File: src/rtl/core_package.sv
// Shared definitions for the execute stage: ALU opcode encoding.
package core_package;

  typedef enum logic [3:0] {
    ALU_ADD,
    ALU_SUB,
    ALU_AND,
    ALU_OR,
    ALU_XOR,
    ALU_SLL,
    ALU_SRL,
    ALU_SRA,
    ALU_SLT,
    ALU_SLTU
  } alu_op_e;

endpackage

File: src/rtl/muldiv_sequencer.sv
// Multi-cycle RV32M multiply/divide sequencer. Borrows the shared ALU for
// all add/subtract work (magnitudes, shift-add multiply, restoring divide,
// sign fix-up) and keeps shift registers and compares locally.
module muldiv_sequencer
  import core_package::*;
#(
  parameter int unsigned XLEN = 32
) (
  input  logic            clk_i,
  input  logic            rst_i,
  input  logic            req_valid_i,
  output logic            req_ready_o,
  input  logic [2:0]      req_funct3_i,
  input  logic [XLEN-1:0] req_a_i,
  input  logic [XLEN-1:0] req_b_i,
  output logic            resp_valid_o,
  input  logic            resp_ready_i,
  output logic [XLEN-1:0] resp_result_o,
  output alu_op_e         alu_opcode_o,
  output logic [XLEN-1:0] alu_operand_a_o,
  output logic [XLEN-1:0] alu_operand_b_o,
  input  logic [XLEN-1:0] alu_result_i
);

  localparam logic [XLEN-1:0] MIN_NEG = {1'b1, {(XLEN-1){1'b0}}};

  typedef enum logic [2:0] {
    S_IDLE,
    S_ABS_A,
    S_ABS_B,
    S_ITER,
    S_NEG,
    S_DONE
  } state_e;

  state_e          state;
  logic [2:0]      f3;
  logic            a_neg;
  logic            b_neg;
  logic [XLEN-1:0] a_reg;
  logic [XLEN-1:0] b_reg;
  // hi holds the product high word or the partial remainder;
  // lo holds the multiplier/product low word or the quotient;
  // opnd holds the multiplicand or the divisor.
  logic [XLEN-1:0] hi;
  logic [XLEN-1:0] lo;
  logic [XLEN-1:0] opnd;
  logic [4:0]      cnt;

  // Decode of the latched operation
  logic is_div;
  logic is_rem;
  logic is_mulh;
  logic neg_res;
  logic [XLEN-1:0] sel_result;

  assign is_div     = f3[2];
  assign is_rem     = f3[2] & f3[1];
  assign is_mulh    = ~f3[2] & (f3[1:0] != 2'b00);
  assign neg_res    = is_rem ? a_neg : (a_neg ^ b_neg);
  assign sel_result = (is_rem || is_mulh) ? hi : lo;

  // Accept-time decode from the request inputs
  logic in_a_neg;
  logic in_b_neg;
  logic div_zero;
  logic div_ovf;
  logic [XLEN-1:0] fast_result;

  assign in_a_neg = req_a_i[XLEN-1] &
                    ((req_funct3_i == 3'b001) || (req_funct3_i == 3'b010) ||
                     (req_funct3_i == 3'b100) || (req_funct3_i == 3'b110));
  assign in_b_neg = req_b_i[XLEN-1] &
                    ((req_funct3_i == 3'b001) || (req_funct3_i == 3'b100) ||
                     (req_funct3_i == 3'b110));
  assign div_zero = req_funct3_i[2] && (req_b_i == '0);
  assign div_ovf  = req_funct3_i[2] && !req_funct3_i[0] &&
                    (req_a_i == MIN_NEG) && (req_b_i == '1);
  assign fast_result = div_zero ? (req_funct3_i[1] ? req_a_i : '1)
                                : (req_funct3_i[1] ? '0 : MIN_NEG);

  // Iteration helpers: shifted remainder, divide accept bit, multiply carry
  logic [XLEN-1:0] sh;
  logic            div_ok;
  logic            mul_carry;

  assign sh        = {hi[XLEN-2:0], lo[XLEN-1]};
  assign div_ok    = hi[XLEN-1] | !(sh < opnd);
  assign mul_carry = alu_result_i < opnd;

  assign req_ready_o = (state == S_IDLE);

  // ALU drive selected by the current phase; ADD 0,0 when not in use
  always_comb begin
    alu_opcode_o    = ALU_ADD;
    alu_operand_a_o = '0;
    alu_operand_b_o = '0;
    unique case (state)
      S_ABS_A: begin
        alu_opcode_o    = ALU_SUB;
        alu_operand_b_o = a_reg;
      end
      S_ABS_B: begin
        alu_opcode_o    = ALU_SUB;
        alu_operand_b_o = b_reg;
      end
      S_ITER: begin
        if (is_div) begin
          alu_opcode_o    = ALU_SUB;
          alu_operand_a_o = sh;
          alu_operand_b_o = opnd;
        end else begin
          alu_opcode_o    = ALU_ADD;
          alu_operand_a_o = hi;
          alu_operand_b_o = opnd;
        end
      end
      S_NEG: begin
        // High-word negation subtracts from all-ones when the low word is
        // nonzero, which folds in the borrow of the 64-bit negate.
        alu_opcode_o    = ALU_SUB;
        alu_operand_a_o = (is_mulh && (lo != '0)) ? '1 : '0;
        alu_operand_b_o = sel_result;
      end
      default: ;
    endcase
  end

  // Sequencer state, datapath registers and registered response
  always_ff @(posedge clk_i) begin
    if (rst_i) begin
      state         <= S_IDLE;
      f3            <= '0;
      a_neg         <= 1'b0;
      b_neg         <= 1'b0;
      a_reg         <= '0;
      b_reg         <= '0;
      hi            <= '0;
      lo            <= '0;
      opnd          <= '0;
      cnt           <= '0;
      resp_valid_o  <= 1'b0;
      resp_result_o <= '0;
    end else begin
      unique case (state)
        S_IDLE: begin
          if (req_valid_i) begin
            f3    <= req_funct3_i;
            a_neg <= in_a_neg;
            b_neg <= in_b_neg;
            a_reg <= req_a_i;
            b_reg <= req_b_i;
            if (div_zero || div_ovf) begin
              resp_result_o <= fast_result;
              resp_valid_o  <= 1'b1;
              state         <= S_DONE;
            end else begin
              state <= S_ABS_A;
            end
          end
        end
        S_ABS_A: begin
          if (a_neg) a_reg <= alu_result_i;
          state <= S_ABS_B;
        end
        S_ABS_B: begin
          hi  <= '0;
          cnt <= '0;
          if (is_div) begin
            lo   <= a_reg;
            opnd <= b_neg ? alu_result_i : b_reg;
          end else begin
            lo   <= b_neg ? alu_result_i : b_reg;
            opnd <= a_reg;
          end
          state <= S_ITER;
        end
        S_ITER: begin
          if (is_div) begin
            lo <= {lo[XLEN-2:0], div_ok};
            hi <= div_ok ? alu_result_i : sh;
          end else if (lo[0]) begin
            hi <= {mul_carry, alu_result_i[XLEN-1:1]};
            lo <= {alu_result_i[0], lo[XLEN-1:1]};
          end else begin
            hi <= {1'b0, hi[XLEN-1:1]};
            lo <= {hi[0], lo[XLEN-1:1]};
          end
          cnt <= cnt + 5'd1;
          if (cnt == 5'd31) state <= S_NEG;
        end
        S_NEG: begin
          resp_result_o <= neg_res ? alu_result_i : sel_result;
          resp_valid_o  <= 1'b1;
          state         <= S_DONE;
        end
        S_DONE: begin
          if (resp_ready_i) begin
            resp_valid_o <= 1'b0;
            state        <= S_IDLE;
          end
        end
        default: state <= S_IDLE;
      endcase
    end
  end

endmodule

File: config.mk
export PLATFORM = sky130hd
export DESIGN_NAME = muldiv_sequencer
export DESIGN_NICKNAME = d
export VERILOG_FILES = /design/src/rtl/core_package.sv /design/src/rtl/muldiv_sequencer.sv
export SDC_FILE = /design/constraint.sdc
export NUM_CORES = 1
export LEC_CHECK = 0
export CAP_MARGIN = 10
export CORE_UTILIZATION = 60
export DETAILED_ROUTE_END_ITERATION = 8
export PLACE_DENSITY_LB_ADDON = 0.15
export SYNTH_ARGS = -nofsm -noshare
export SYNTH_HDL_FRONTEND = slang
export SYNTH_SLANG_ARGS = --single-unit
File: constraint.sdc
create_clock -name clk_i -period 5.18 [get_ports clk_i]
set_clock_uncertainty 0.15 [all_clocks]
set_input_delay 1.036 -clock clk_i [delete_from_list [all_inputs] [get_ports clk_i]]
set_output_delay 1.036 -clock clk_i [all_outputs]
set_load 0.01 [all_outputs]
# == After elaboration in Yosys (flattened, before gate mapping) ==
# Cells that the tools add are included.
# word_totals
elab_cells,105
ramBits,0
ff_bits,206
latch_bits,0
romBits,0
mem_count,0
# classes
shifts,0
n_mux,38
n_reduce_logical,28
bitwise,7
div_mod_pow,0
n_eq_ne,17
order_cmp,2
add_sub_neg,1
multipliers,0
# op_table
op,n
two-way mux 32 bit,19
one-hot mux 32 bit (2 select lines),5
one-hot mux 32 bit (4 select lines),1
"== test 32 bit, second input constant",2
< comparator 32 bit,2
zero test 32 bit,1
nonzero test 32 bit,1
one-hot mux 3 bit (6 select lines),1
"== test 3 bit, second input constant",4
two-way mux 3 bit,4
one-hot mux 5 bit (2 select lines),1
"== test 3 x 2 -> 1 bit, second input constant",3
AND reduction 3 bit,3
"!= test 2 bit, second input constant",4
nonzero test 2 bit,4
logical OR 1 bit,7
"== test 3 x 1 -> 1 bit, second input constant",2
"adder 5 x 1 -> 5 bit, second input constant",1
"== test 5 bit, second input constant",1
logical AND 1 bit,5
two-way mux 1 bit,5
AND 1 bit,4
AND reduction 4 bit,1
zero test 3 bit,1
other kinds (10),11

# == Logic depth before layout (Yosys ltp) ==
# Gate-level depths: netlist of the first run.
# logic_depth
depth_word,8
depth_mapped,10
mapped_depth_nobuf,9

# == Least setup slack after synthesis of the first run ==
# OpenSTA, ideal clock, no wires.
# synth_timing
path_kind,input port to flip-flop
startpoint,input req_a_i[22]
endpoint,register resp_result_o[0]
setup_ns,0.081
required_ns,4.949
setup_slack_ns,2.101
arrival_ns,2.848
path_stages,8
path_cell_list,or4b_1 nor4_1 nand4_1 a2111oi_2 buf_4 buf_6 nor2_1 a211oi_2
# synth_between
elab_chain_len,6
# synth_rtl
element,line_no,rtl
start: declaration,muldiv_sequencer.sv:14,"input logic [XLEN-1:0] req_a_i,"
== test 32 bit,muldiv_sequencer.sv:78,(req_a_i == MIN_NEG) && (req_b_i == '1);
logical AND 1 bit,muldiv_sequencer.sv:77,assign div_ovf = req_funct3_i[2] && !req_funct3_i[0] &&
logical AND 1 bit,muldiv_sequencer.sv:78,
logical OR 1 bit,muldiv_sequencer.sv:153,if (div_zero || div_ovf) begin
!= test 2 x 1 -> 1 bit (no source line),-,
AND reduction 3 bit (no source line),-,
end signal: assignment,muldiv_sequencer.sv:154,resp_result_o <= fast_result;
end signal: assignment,muldiv_sequencer.sv:193,resp_result_o <= neg_res ? alu_result_i : sel_result;
end: declaration,muldiv_sequencer.sv:18,"output logic [XLEN-1:0] resp_result_o,"
# No other way between the ends.
# A chain may end at the register's enable or synchronous reset.

# == Final worst setup path of the first run ==
# layout_timing
startpoint,register state[1]
endpoint,output alu_operand_b_o[8]
# layout_between
elab_chain_len,2
# layout_rtl
element,line_no,rtl
start: declaration,muldiv_sequencer.sv:36,state_e state;
start signal: assignment,muldiv_sequencer.sv:132,state <= S_IDLE;
start signal: assignment,muldiv_sequencer.sv:156,state <= S_DONE;
start signal: assignment,muldiv_sequencer.sv:158,state <= S_ABS_A;
"== test 3 bit, or another cell as far along",muldiv_sequencer.sv:98,unique case (state)
one-hot mux 32 bit (4 select lines) *,muldiv_sequencer.sv:98,
end: declaration,muldiv_sequencer.sv:21,"output logic [XLEN-1:0] alu_operand_b_o,"
# Mark *: on every way between the ends. The rest lies on a longest branch, timed or not.

==> flow_summary.toml, run 1 <==
[outcome]
status = "finished, final reports clean"

[grt]
grt_start_max_net_pins = 109
grt_pass1_vias = 14100
grt_pass1_wl_mm = 80.9
gr-usage-all-layers_pct = 42.9
grt_remaining_overflow = 0
grt_antenna_before_repair = 0

[flow_run]
cap_violations = 0

[logic_synthesis]
synth_seq_cells = 206
ys.flop_type = "dfxtp_1"
ys_types = 50
ys_warn_count = 0
yosysSeqAreaShare_pct = 28.8
netlist_area_um2 = 14300
synth_edf_count = 0
synthCells = 1709
synth_area_per_cell_um2 = 8.39
async_flop_share_pct = 0

[critical_path]
r2r_end = "hi[7]"
r2r_slack_ns = 1.45
worstPathMaxFanout = 96
crit_required_ns = 3.99
end_kind = "output port"
r2r_cells = 9
critPathKind = "reg2out"
worstPathArrival_ns = 3.40
crit_path_start_kind = "register"
regToRegStartpoint = "hi[1]"

[clock_tree]
cts-root-buf = "clkbuf_16"
cts_tree = "yes"
clkSinkCount = 206
cts_hold_buf = 0
cts.clk_slew.worst_paths_ns = 0.06
clk_latency_ns = 0.53
postCtsSetupBuffers = 0
ctsResizeCount = 0
htree_levels = 1
cts_buffers = 24
clock_tree.buffer_depth = 3

[placed_design]
pre_cts_ws_ns = 0.794
gp_congestion = 0.946
hpwl_mm = 35.1
io_buffers = 201

[timing]
maxSlewHeadroom_pct = 14.7
min_period_ns = 4.59
period_share_pct = 88.5
slew_violations = 0
hold_viol = 0
worstMarginPinSlew_ns = 1.28
rsz0062_at_grt = "no"
setup_viol_count_final = 0
fmax_ghz = 0.218
fin_ws_ns = 0.595
finalSetupTns_ns = 0

[min_path]
hold_path_end = "cnt[4]"
holdCritStartpoint = "cnt[4]"
hp-class = "reg2reg"
hold_path_depth = 2

[finish]
nets = 1985
diodes = 0
seqCellArea_um2 = 4130
utilization_pct = 73.7
multi_input_area_um2 = 9510
nFillCells = 1784
layout-drive-gt1-share_pct = 13.0
area_growth_pct = 20.7

[route]
ant_nets = 0
drc = 0
wl_per_cell_um = 24.7
drt_first_iter_violations = 1942
totalWireLength_mm = 53.2
drt_pass1_iterations = 8
vias_per_cell = 6.92
vias = 14900

[floorplan]
die_w_um = 157
core-area_um2 = 23500
start_util_pct = 61.1
num_io_pins = 205
fp-row-count = 56
die_y_um = 157
die_area_um2 = 24500

[pwr]
max-vdd-ir-drop_uv = 302
p_per_area_nw_per_um2 = 409
p_leak_uw = 0.00618
==> how the worst max path moves through the flow <==
stage | start | endpoint | slack [ns] | cells past startpoint
after floorplan | req_a_i[22] | resp_result_o[0] | 2.10 | 8
after global placement | lo[16] | alu_operand_a_o[4] | 0.95 | 5
after detailed placement | lo[16] | alu_operand_a_o[0] | 0.79 | 5
after CTS | lo[16] | alu_operand_a_o[0] | 0.30 | 5
after global routing | state[1] | alu_operand_b_o[5] | 0.60 | 5
final | state[1] | alu_operand_b_o[8] | 0.59 | 5
==> logic make-up (layout without fill, tap and decap cells) <==
| kind of cell | Yosys count | count (layout) | share of synthesized area [%] |
|---|---|---|---|
| AND/OR/NAND/NOR | 491 | 491 | 15.2 |
| adder cells (fa/ha/maj) | 64 | 64 | 5.59 |
| buffers and inverters | 193 | 318 | 5.43 |
| flip-flops | 206 | 206 | 28.8 |
| AO/OA/AOI/OAI | 463 | 463 | 21.2 |
| XOR/XNOR | 3 | 3 | 0.183 |
| multiplexers | 288 | 288 | 23.6 |
| other | 1 | 3 | 0.0262 |
==> Yosys cell counts, drive strengths merged, types with 29 or more instances <==
cell type / count / area [um^2]
dfxtp: 206 / 4120
inv: 40 / 150
mux4: 31 / 698
o21ai: 108 / 541
nor3: 42 / 210
a31oi: 34 / 228
a21oi: 101 / 505
a22oi: 35 / 263
nand2b: 33 / 206
clkbuf: 125 / 469
mux2i: 162 / 1620
o22ai: 36 / 225
ha: 64 / 801
nor2: 182 / 683
mux2: 95 / 1070
nand2: 161 / 604
a211oi: 100 / 851
a221oi: 29 / 254
==> where the power goes <==
part | internal (uW) | total (uW) | switching [uW] | leakage, uW
clock | 1050 | 1770 | 720 | 0.000403
sequential | 1810 | 2130 | 318 | 0.00168
combinational | 1350 | 3170 | 1820 | 0.00410
total | 4220 | 7070 | 2860 | 0.00618
==> layout make-up <==
class	count	area share, %
Clock buffer	36	4.14
Clock inverter	8	0.542
Inverter	40	0.868
Multi-Input combinational cell	1312	54.9
Sequential cell	206	23.9
Tap cell	319	2.31
Timing Repair Buffer	234	13.3
==> layout by cell type, fill, tap and decap left out, types with 5 or more instances in the layout <==
cell type | synthesis | routed
clkinv_2 | 0 | 5
nor2b_1 | 6 | 5
nor4_1 | 21 | 21
o21a_1 | 5 | 5
clkdlybuf4s50_1 | 0 | 200
nand4_1 | 22 | 22
dfxtp_1 | 206 | 202
a22oi_1 | 35 | 35
nor3_1 | 42 | 41
mux2i_1 | 162 | 162
mux2_2 | 95 | 95
clkbuf_1 | 125 | 6
inv_1 | 40 | 39
buf_4 | 9 | 29
a211oi_1 | 80 | 80
a31oi_1 | 33 | 33
clkbuf_16 | 0 | 25
nor2_1 | 182 | 180
a21oi_1 | 101 | 100
o22ai_1 | 36 | 36
a211oi_2 | 20 | 20
o21ai_0 | 108 | 107
a221oi_1 | 29 | 29
nand2_1 | 161 | 158
mux4_2 | 31 | 31
nand3_1 | 7 | 7
clkbuf_8 | 0 | 5
nand2b_1 | 33 | 33
ha_1 | 64 | 64
==> metal layers <==
| layer | global-route usage (%) | vias up | part of all wire [%] |
|---|---|---|---|
| met2 | 63.1 | 1148 | 42 |
| met4 | 23.5 | 0 | 5.6 |
| met5 | 0 | - | 0 |
| met3 | 10.4 | 230 | 13 |
| li1 | - | 6547 | - |
| met1 | 57.6 | 6979 | 39 |
==> per-stage QoR <==
| stage | total power, uW | instance area, um^2 | hold WS, ns | instances |
|---|---|---|---|---|
| after floorplan | 4160 | 14300 | 0.286 | 1711 |
| after global placement | 5130 | 16500 | 0.294 | 2110 |
| after detailed placement | 5220 | 16500 | 0.305 | 2110 |
| after CTS | 6970 | 17300 | 0.316 | 2154 |
| after global routing | 7310 | 17300 | 0.331 | 2155 |
| final | 7070 | 17300 | 0.315 | 2155 |
==> worst max-delay path: stages (launching register included) <==
cell	delay, ns
dfxtp_2	0.76
nor2_1	0.27
nand2_4	0.13
buf_4	0.82
o22ai_1	0.29
clkdlybuf4s50_1	0.54
Power figures use the tool's default switching activity.
==> run 2: changes to the inputs <==
--- a/config.mk
+++ b/config.mk
@@ -9,6 +9,7 @@
 export CORE_UTILIZATION = 60
 export DETAILED_ROUTE_END_ITERATION = 8
 export PLACE_DENSITY_LB_ADDON = 0.15
+export SKIP_LAST_GASP = 1
 export SYNTH_ARGS = -nofsm -noshare
 export SYNTH_HDL_FRONTEND = slang
 export SYNTH_SLANG_ARGS = --single-unit
==> results of run 2 <==
No change in the layout: final DEF, timing and power equal those of run 1.
